File: src/rtl/multi_bird_renderer.sv
// Renders up to NUM_BIRDS 13-pixel bird sprites per frame: an erase pass at the old position,
// then a draw pass at the new one, for each bird in turn. Pixels come out through a two-stage pipeline.
module multi_bird_renderer #(
   parameter int         NUM_BIRDS   = 2,
   parameter int         X_MAX       = 160,
   parameter int         Y_MAX       = 120,
   parameter logic [2:0] BIRD_COLOUR = 3'b111,
   parameter logic [2:0] BG_COLOUR   = 3'b000
) (
   input  logic                   clock,
   input  logic                   reset,
   input  logic                   frame_tick,
   input  logic [NUM_BIRDS-1:0]   bird_active,
   input  logic [8*NUM_BIRDS-1:0] bird_x,
   input  logic [7*NUM_BIRDS-1:0] bird_y,
   output logic [7:0]             x_out,
   output logic [6:0]             y_out,
   output logic [2:0]             colour_out,
   output logic                   plot,
   output logic                   busy,
   output logic                   frame_done,
   output logic                   overrun
);

   localparam int BW = (NUM_BIRDS > 1) ? $clog2(NUM_BIRDS) : 1;
   localparam logic signed [8:0] X_LIM = 9'(X_MAX);
   localparam logic signed [7:0] Y_LIM = 8'(Y_MAX);

   typedef enum logic [1:0] {IDLE, ERASE, DRAW, DONE} state_t;

   state_t                 state_reg, state_next;
   logic [BW-1:0]          b_reg, b_next;
   logic [3:0]             p_reg, p_next;
   logic [NUM_BIRDS-1:0]   snap_active_w, drawn_w;
   logic [8*NUM_BIRDS-1:0] snap_x_w, prev_x_w;
   logic [7*NUM_BIRDS-1:0] snap_y_w, prev_y_w;
   logic signed [8:0]      s1_x_reg;
   logic signed [7:0]      s1_y_reg;
   logic [2:0]             s1_colour_reg;
   logic                   s1_valid_reg, s1_done_reg;
   logic                   plot_reg, busy_reg, frame_done_reg, overrun_reg;
   logic [7:0]             x_out_reg;
   logic [6:0]             y_out_reg;
   logic [2:0]             colour_out_reg;
   logic                   accept, last_pixel, last_bird, pix_on, in_bounds;
   logic [7:0]             cur_x;
   logic [6:0]             cur_y;
   logic signed [3:0]      dx, dy;
   logic signed [8:0]      pix_x;
   logic signed [7:0]      pix_y;

   // Sprite offsets relative to the head, pixel 0 being the head itself.
   always_comb begin
      dx = 4'sd0;
      dy = 4'sd0;
      case (p_reg)
         4'd1:  dy = 4'sd1;
         4'd2:  dx = -4'sd1;
         4'd3:  dx = -4'sd2;
         4'd4:  dx = -4'sd3;
         4'd5:  dx = -4'sd4;
         4'd6:  dx = -4'sd5;
         4'd7:  begin dx = -4'sd3; dy = 4'sd1;  end
         4'd8:  begin dx = -4'sd3; dy = -4'sd1; end
         4'd9:  begin dx = -4'sd4; dy = 4'sd2;  end
         4'd10: begin dx = -4'sd4; dy = -4'sd2; end
         4'd11: begin dx = -4'sd5; dy = 4'sd3;  end
         4'd12: begin dx = -4'sd5; dy = -4'sd3; end
         default: ;
      endcase
   end

   assign accept     = (state_reg == IDLE) && frame_tick && !busy_reg && !frame_done_reg;
   assign last_pixel = (p_reg == 4'd12);
   assign last_bird  = (b_reg == BW'(NUM_BIRDS - 1));

   genvar gi;
   generate
      for (gi = 0; gi < NUM_BIRDS; gi++) begin : g_bird
         logic       snap_active_reg, drawn_reg;
         logic [7:0] snap_x_reg, prev_x_reg;
         logic [6:0] snap_y_reg, prev_y_reg;
         always_ff @(posedge clock or posedge reset) begin
            if (reset) begin
               snap_active_reg <= 1'b0;
               snap_x_reg      <= '0;
               snap_y_reg      <= '0;
               drawn_reg       <= 1'b0;
               prev_x_reg      <= '0;
               prev_y_reg      <= '0;
            end else begin
               if (accept) begin
                  snap_active_reg <= bird_active[gi];
                  snap_x_reg      <= bird_x[8*gi +: 8];
                  snap_y_reg      <= bird_y[7*gi +: 7];
               end
               if (state_reg == DRAW && last_pixel && b_reg == BW'(gi)) begin
                  drawn_reg  <= snap_active_reg;
                  prev_x_reg <= snap_x_reg;
                  prev_y_reg <= snap_y_reg;
               end
            end
         end
         assign snap_active_w[gi]    = snap_active_reg;
         assign drawn_w[gi]          = drawn_reg;
         assign snap_x_w[8*gi +: 8]  = snap_x_reg;
         assign prev_x_w[8*gi +: 8]  = prev_x_reg;
         assign snap_y_w[7*gi +: 7]  = snap_y_reg;
         assign prev_y_w[7*gi +: 7]  = prev_y_reg;
      end
   endgenerate

   always_comb begin
      state_next = state_reg;
      b_next     = b_reg;
      p_next     = p_reg;
      case (state_reg)
         IDLE: if (accept) begin
            state_next = ERASE;
            b_next     = '0;
            p_next     = '0;
         end
         ERASE: begin
            p_next = last_pixel ? 4'd0 : p_reg + 4'd1;
            if (last_pixel) state_next = DRAW;
         end
         DRAW: begin
            p_next = last_pixel ? 4'd0 : p_reg + 4'd1;
            if (last_pixel) begin
               if (last_bird) state_next = DONE;
               else begin
                  state_next = ERASE;
                  b_next     = b_reg + 1'b1;
               end
            end
         end
         DONE: state_next = IDLE;
         default: state_next = IDLE;
      endcase
   end

   // Erase uses the remembered position, draw uses the frame snapshot.
   assign cur_x  = (state_reg == ERASE) ? prev_x_w[8*b_reg +: 8] : snap_x_w[8*b_reg +: 8];
   assign cur_y  = (state_reg == ERASE) ? prev_y_w[7*b_reg +: 7] : snap_y_w[7*b_reg +: 7];
   assign pix_on = ((state_reg == ERASE) && drawn_w[b_reg]) ||
                   ((state_reg == DRAW) && snap_active_w[b_reg]);
   assign pix_x  = $signed({1'b0, cur_x}) + {{5{dx[3]}}, dx};
   assign pix_y  = $signed({1'b0, cur_y}) + {{4{dy[3]}}, dy};
   assign in_bounds = !s1_x_reg[8] && (s1_x_reg < X_LIM) && !s1_y_reg[7] && (s1_y_reg < Y_LIM);

   always_ff @(posedge clock or posedge reset) begin
      if (reset) begin
         state_reg      <= IDLE;
         b_reg          <= '0;
         p_reg          <= '0;
         s1_x_reg       <= '0;
         s1_y_reg       <= '0;
         s1_colour_reg  <= '0;
         s1_valid_reg   <= 1'b0;
         s1_done_reg    <= 1'b0;
         plot_reg       <= 1'b0;
         busy_reg       <= 1'b0;
         frame_done_reg <= 1'b0;
         overrun_reg    <= 1'b0;
         x_out_reg      <= '0;
         y_out_reg      <= '0;
         colour_out_reg <= '0;
      end else begin
         state_reg      <= state_next;
         b_reg          <= b_next;
         p_reg          <= p_next;
         s1_x_reg       <= pix_x;
         s1_y_reg       <= pix_y;
         s1_colour_reg  <= (state_reg == ERASE) ? BG_COLOUR : BIRD_COLOUR;
         s1_valid_reg   <= pix_on;
         s1_done_reg    <= (state_reg == DONE);
         plot_reg       <= s1_valid_reg && in_bounds;
         if (s1_valid_reg && in_bounds) begin
            x_out_reg      <= s1_x_reg[7:0];
            y_out_reg      <= s1_y_reg[6:0];
            colour_out_reg <= s1_colour_reg;
         end
         // busy and frame_done follow the pipeline so they line up with the last pixel out.
         frame_done_reg <= s1_done_reg;
         if (accept) busy_reg <= 1'b1;
         else if (s1_done_reg) busy_reg <= 1'b0;
         if (frame_tick && (busy_reg || frame_done_reg)) overrun_reg <= 1'b1;
      end
   end

   assign x_out      = x_out_reg;
   assign y_out      = y_out_reg;
   assign colour_out = colour_out_reg;
   assign plot       = plot_reg;
   assign busy       = busy_reg;
   assign frame_done = frame_done_reg;
   assign overrun    = overrun_reg;

endmodule

File: config.mk
export PLATFORM = sky130hd
export DESIGN_NAME = multi_bird_renderer
export DESIGN_NICKNAME = d
export VERILOG_FILES = /design/src/rtl/multi_bird_renderer.sv
export SDC_FILE = /design/constraint.sdc
export NUM_CORES = 1
export LEC_CHECK = 0
export CORE_MARGIN = 4
export CORE_UTILIZATION = 51
export DETAILED_ROUTE_END_ITERATION = 16
export PLACE_DENSITY_LB_ADDON = 0.25
export REMOVE_ABC_BUFFERS = 1
export SLEW_MARGIN = 10
export SYNTH_ARGS = -nofsm -noshare
export SYNTH_HDL_FRONTEND = slang
export SYNTH_SLANG_ARGS = --single-unit
File: constraint.sdc
create_clock -name clock -period 3.7 [get_ports clock]
set_clock_uncertainty 0.2 [all_clocks]
set_input_delay 0.74 -clock clock [delete_from_list [all_inputs] [get_ports clock]]
set_output_delay 0.74 -clock clock [all_outputs]
set_load 0.005 [all_outputs]
## Word-level counts from Yosys, hierarchy flattened

Index checks and enable logic that the tools add are counted.

| storage, ports and cells | value |
|---|---|
| logic and storage cells | 112 |
| input bits | 35 |
| output and inout bits | 22 |
| latch bits | 0 |
| bits in writable memories | 0 |
| memories kept | 0 |
| bits in registers | 115 |
| ROM bits | 0 |

| cells by class | value |
|---|---|
| equality and inequality tests | 18 |
| div/mod/pow operators | 0 |
| reductions and logical operators | 31 |
| multiply operators | 1 |
| bitwise logic cells | 1 |
| $add $sub $neg | 4 |
| $lt $le $gt $ge | 3 |
| shift-type cells | 4 |
| mux-type cells | 23 |

Operators with widths:

| kind | number |
|---|---|
| $shiftx 16x5->8 | 2 |
| $shiftx 14x5->7 | 2 |
| $pmux 4 s6 | 1 |
| $eq 4x4->1 const B | 5 |
| $pmux 4 s5 | 1 |
| $eq 4x3->1 const B | 4 |
| $logic_and 1x1->1 | 13 |
| $add 8x9->9 | 1 |
| $lt 9x9->1 const B | 1 |
| $mux 1 | 9 |
| $reduce_or 3->1 | 3 |
| $add 7x8->8 | 1 |
| $eq 4x2->1 const B | 2 |
| $lt 8x8->1 const B | 1 |
| $mux 2 | 4 |
| $mux 4 | 2 |
| $mux 8 | 1 |
| $pmux 2 s4 | 1 |
| $pmux 4 s2 | 1 |
| $mux 7 | 1 |
| $ne 2x2->1 const B | 3 |
| $reduce_and 3->1 | 2 |
| $reduce_bool 2->1 | 3 |
| $add 4x1->4 const B | 1 |
| other kinds (14) | 20 |

## Longest topological paths before layout

| logic depth | value |
|---|---|
| word-level depth | 6 |
| depth in mapped cells | 12 |
| mapped depth without buffers | 11 |

## Worst setup path before layout

OpenSTA, ideal clock, no wires.

| timing path | value |
|---|---|
| path type | reg-to-reg |
| from | reg state_reg[1] |
| to | reg s1_x_reg[8] |
| path slack | 0.610 ns |
| clock period less this slack | 3.090 ns |
| arrival | 2.750 ns |
| setup time | 0.140 ns |
| path buffers | 2 |
| cell stages (with the launch flop) | 12 |
| required time | 3.360 ns |
| cell sequence | dfrtp_1 -> inv_1 -> ha_1 -> buf_2 -> buf_2 -> mux4_2 -> ha_1 -> fa_1 -> a211oi_1 -> o31ai_1 -> o31ai_1 -> xnor2_1 |

| on the way | value |
|---|---|
| longest elaborated chain between the ends | 3 |

Ends and longest elaborated chain:

| element | RTL line | RTL |
|---|---|---|
| start: declaration | 31 | `state_t state_reg, state_next;` |
| start signal: assignment | 169 | `state_reg <= state_next;` |
| $eq 2x1->1 | 143 | `assign cur_x = (state_reg == ERASE) ? prev_x_w[8*b_reg +: 8] : snap_x_w[8*b_reg +: 8];` |
| $mux 8 | 143 |  |
| $add 8x9->9 | 147 | `assign pix_x = $signed({1'b0, cur_x}) + {{5{dx[3]}}, dx};` |
| via pix_x[8] | 49 | `logic signed [8:0] pix_x;` |
| end signal: assignment | 172 | `s1_x_reg <= pix_x;` |
| end: declaration | 37 | `logic signed [8:0] s1_x_reg;` |

The timed path passes the listed nets, and every way through them passes these cells.
A chain may end at the register's enable or synchronous reset.

## Final worst setup path

| timing path | value |
|---|---|
| from | reg state_reg[1] |
| to | reg s1_y_reg[6] |

| on the way | value |
|---|---|
| longest elaborated chain between the ends | 3 |

Ends and longest elaborated chain:

| element | RTL line | RTL |
|---|---|---|
| $eq 2x1->1 | 144 | `assign cur_y = (state_reg == ERASE) ? prev_y_w[7*b_reg +: 7] : snap_y_w[7*b_reg +: 7];` |
| $mux 7 | 144 |  |
| $add 7x8->8 | 148 | `assign pix_y = $signed({1'b0, cur_y}) + {{4{dy[3]}}, dy};` |
| via pix_y[6] | 50 | `logic signed [7:0] pix_y;` |
| end signal: assignment | 173 | `s1_y_reg <= pix_y;` |
| end: declaration | 38 | `logic signed [7:0] s1_y_reg;` |

The timed path passes the listed nets, and every way through them passes these cells.

==> reports/results.ini <==
[grt]
grt_overflow_total = 0
grt_pass1_wl_um = 17000
grt_max_degree = 68
track_usage_pct = 18.2
grt_pass1_vias = 3535
antenna_found_initial = 0

[clocking]
clockRootBuffer = clkbuf_8
cts_buffer_depth = 2
clkLatencyLatePin_ps = 370
clock_sinks = 111
clk_pin_slew_ps = 90
cts_buffers = 9
cts_setup_buffers = 0
cts_tree = yes
cts_max_level = 3
cts_resized = 0
hold_buffers = 0

[cells_and_area]
finalCoreUtilization_pct = 60.3
num_antenna_cells = 0
fillers = 876
layout.cells.non_filler = 655
layout.nets = 576
area_growth_pct = 16.0
layout-drive-gt1-share_pct = 17.0

[pwr]
p_per_area_nw_per_um2 = 309
total_power_mw = 1.92
p_leak_nw = 3.03
peakVddDrop_v = 0.000187

[logic_synthesis]
synth_edf_count = 0
synth_top_family_by_area = multiplexers
synth_compound_area_share_pct = 6.95
synth-xor-area-share_pct = 1.80
synth_ff_type = dfrtp_1
yosysSeqAreaShare_pct = 52.0
synthArstFlopShare_pct = 100
synthAdderAreaFrac_pct = 6.37
muxShareOfSynthArea_pct = 17.1
synth_simple_gate_area_share_pct = 12.7
ys_types = 47
netlist_instances = 459
ys_ff_latch = 111
syn_avg_cell_area_um2 = 11.6
yosysWarningCount = 0
netlist_area_um2 = 5350

[critical_path]
start_kind = flop
worstPathArrival_ps = 3420
end_kind = flop
required_ps = 3800
reg2reg_from = state_reg[1]
path_max_fanout = 9
crit_type = flop to flop
worstSetupStartpoint = state_reg[1]

[sta]
slew_headroom_pct = 41.5
rsz0062_at_grt = false
setup_ws_ps = 389
holdWs_ps = 184
setup_violations = 0
clock.fmax_mhz = 302
min_period_ps = 3310
drv_slew = 0
finalHoldViolations = 0
worstMarginPinSlew_ps = 876
timing.final.crit_share_pct = 89.5

[die]
die_h_um = 110
io_pins = 57
initial_core_util_pct = 52.0
fp-row-count = 37
die_x_um = 110
core_um2 = 10300
die-area_um2 = 12200

[placed_design]
dp.cells = 640
port_buffers = 56
hpwl_um = 7250
gp_congestion = 0.853
dp_slack_ps = 387

[route]
routed-via-count = 3494
viasPerCell = 5.33
wl_per_cell_um = 15.2
ant_nets = 0
drtPass1Iterations = 4
drtIter0Drc = 169
wirelength_um = 9970
drc = 0

[worst_hold_path]
hp-class = flop to flop
worstHoldStart = s1_done_reg

[status]
outcome = complete, no violations

[run]
maxCapViolCount = 0

critical path, cell delays in order (launching register included):
cell and delay (ps):
dfrtp_1 430, inv_1 120, ha_1 490, mux4_2 580, ha_1 250, inv_1 70
fa_1 210, nor2b_1 80, o31a_1 270, or4b_1 470, nand3_1 90
placed cells by master, fill, tap and decap left out, types with 7 or more instances in the layout:
cell / n
dfrtp_1: 111
nand2_1: 108
clkdlybuf4s50_1: 56
mux2_2: 46
ha_1: 24
o21ai_0: 18
mux4_2: 15
a21oi_1: 15
nor2_1: 14
inv_1: 13
clkbuf_8: 10
xnor2_1: 9
buf_4: 7
synthesized netlist by cell type, types with 2 or more instances:
master | instances | share of area, %
dfrtp_1 | 111 | 52
nand2_1 | 108 | 7.6
mux2_2 | 46 | 9.7
ha_1 | 24 | 5.6
o21ai_0 | 18 | 1.7
a21oi_1 | 15 | 1.4
mux4_2 | 15 | 6.3
inv_1 | 14 | 0.98
nor2_1 | 14 | 0.98
buf_2 | 10 | 0.94
xnor2_1 | 9 | 1.5
mux2i_1 | 6 | 1.1
nor2b_1 | 5 | 0.59
clkbuf_1 | 4 | 0.28
nand2b_1 | 4 | 0.47
nand3_1 | 4 | 0.37
nor3_1 | 4 | 0.37
a211oi_1 | 3 | 0.42
a21o_1 | 3 | 0.42
a2bb2oi_1 | 3 | 0.49
buf_6 | 3 | 0.63
o31ai_1 | 3 | 0.42
a22oi_1 | 2 | 0.28
a31oi_1 | 2 | 0.23
and2_1 | 2 | 0.23
buf_4 | 2 | 0.28
fa_1 | 2 | 0.75
nand4_1 | 2 | 0.23
o21bai_1 | 2 | 0.28
xor2_1 | 2 | 0.33
where the power goes:
group	total [mW]	switching [mW]	leakage (nW)	internal, mW
Combinational	0.0615	0.0274	1.47	0.0340
Sequential	1.21	0.0000000000000000221	1.48	1.21
Clock	0.643	0.383	0.0785	0.260
Total	1.92	0.411	3.03	1.51
metrics by stage:
| stage | cell area, µm² | TNS, ps |
|---|---|---|
| 2_1_floorplan | 5230 | -18940 |
| 3_3_place_gp | 6040 | 0 |
| 3_5_place_dp | 6040 | 0 |
| 4_1_cts | 6200 | 0 |
| 5_1_grt | 6200 | 0 |
| 6_report | 6200 | 0 |
kinds of logic (layout without fill, tap and decap cells):
group	after synthesis	in the layout
XOR/XNOR	11	11
AND/OR/NAND/NOR	153	153
AO/OA/AOI/OAI	58	58
adder cells (fa/ha/maj)	26	26
flip-flops	111	111
multiplexers	67	67
buffers and inverters	33	93
layout make-up:
cell class                 instances  area (µm²)  share of cell area (%)
clock buffer                      12         145                    2.34
clock inverter                     3        20.0                   0.323
inverter                          14        55.1                   0.888
multi-input combinational        315        2400                    38.7
sequential                       111        2780                    44.8
tap                              136         170                    2.74
timing repair buffer              64         633                    10.2
worst paths after layout:
kind	to	slack, ps	cells after the start
hold / removal	frame_done	180	0
setup reg to reg	s1_y_reg[6]	390	10
setup / recovery	s1_y_reg[6]	390	10
max in group asynchronous	g_bird[1].prev_x_reg[4]	2000	3
hold reg to reg	frame_done	180	0
min in group asynchronous	y_out[3]	580	2
layer usage:
layer | wire length (µm) | track usage (%) | up-vias
met5 | 0 | 0 | -
met4 | 130 | 5.80 | 0
met3 | 427 | 3.67 | 8
met2 | 4690 | 28.5 | 68
met1 | 4730 | 25.6 | 1726
li1 | - | - | 1692
Power figures use the tool's default switching activity.
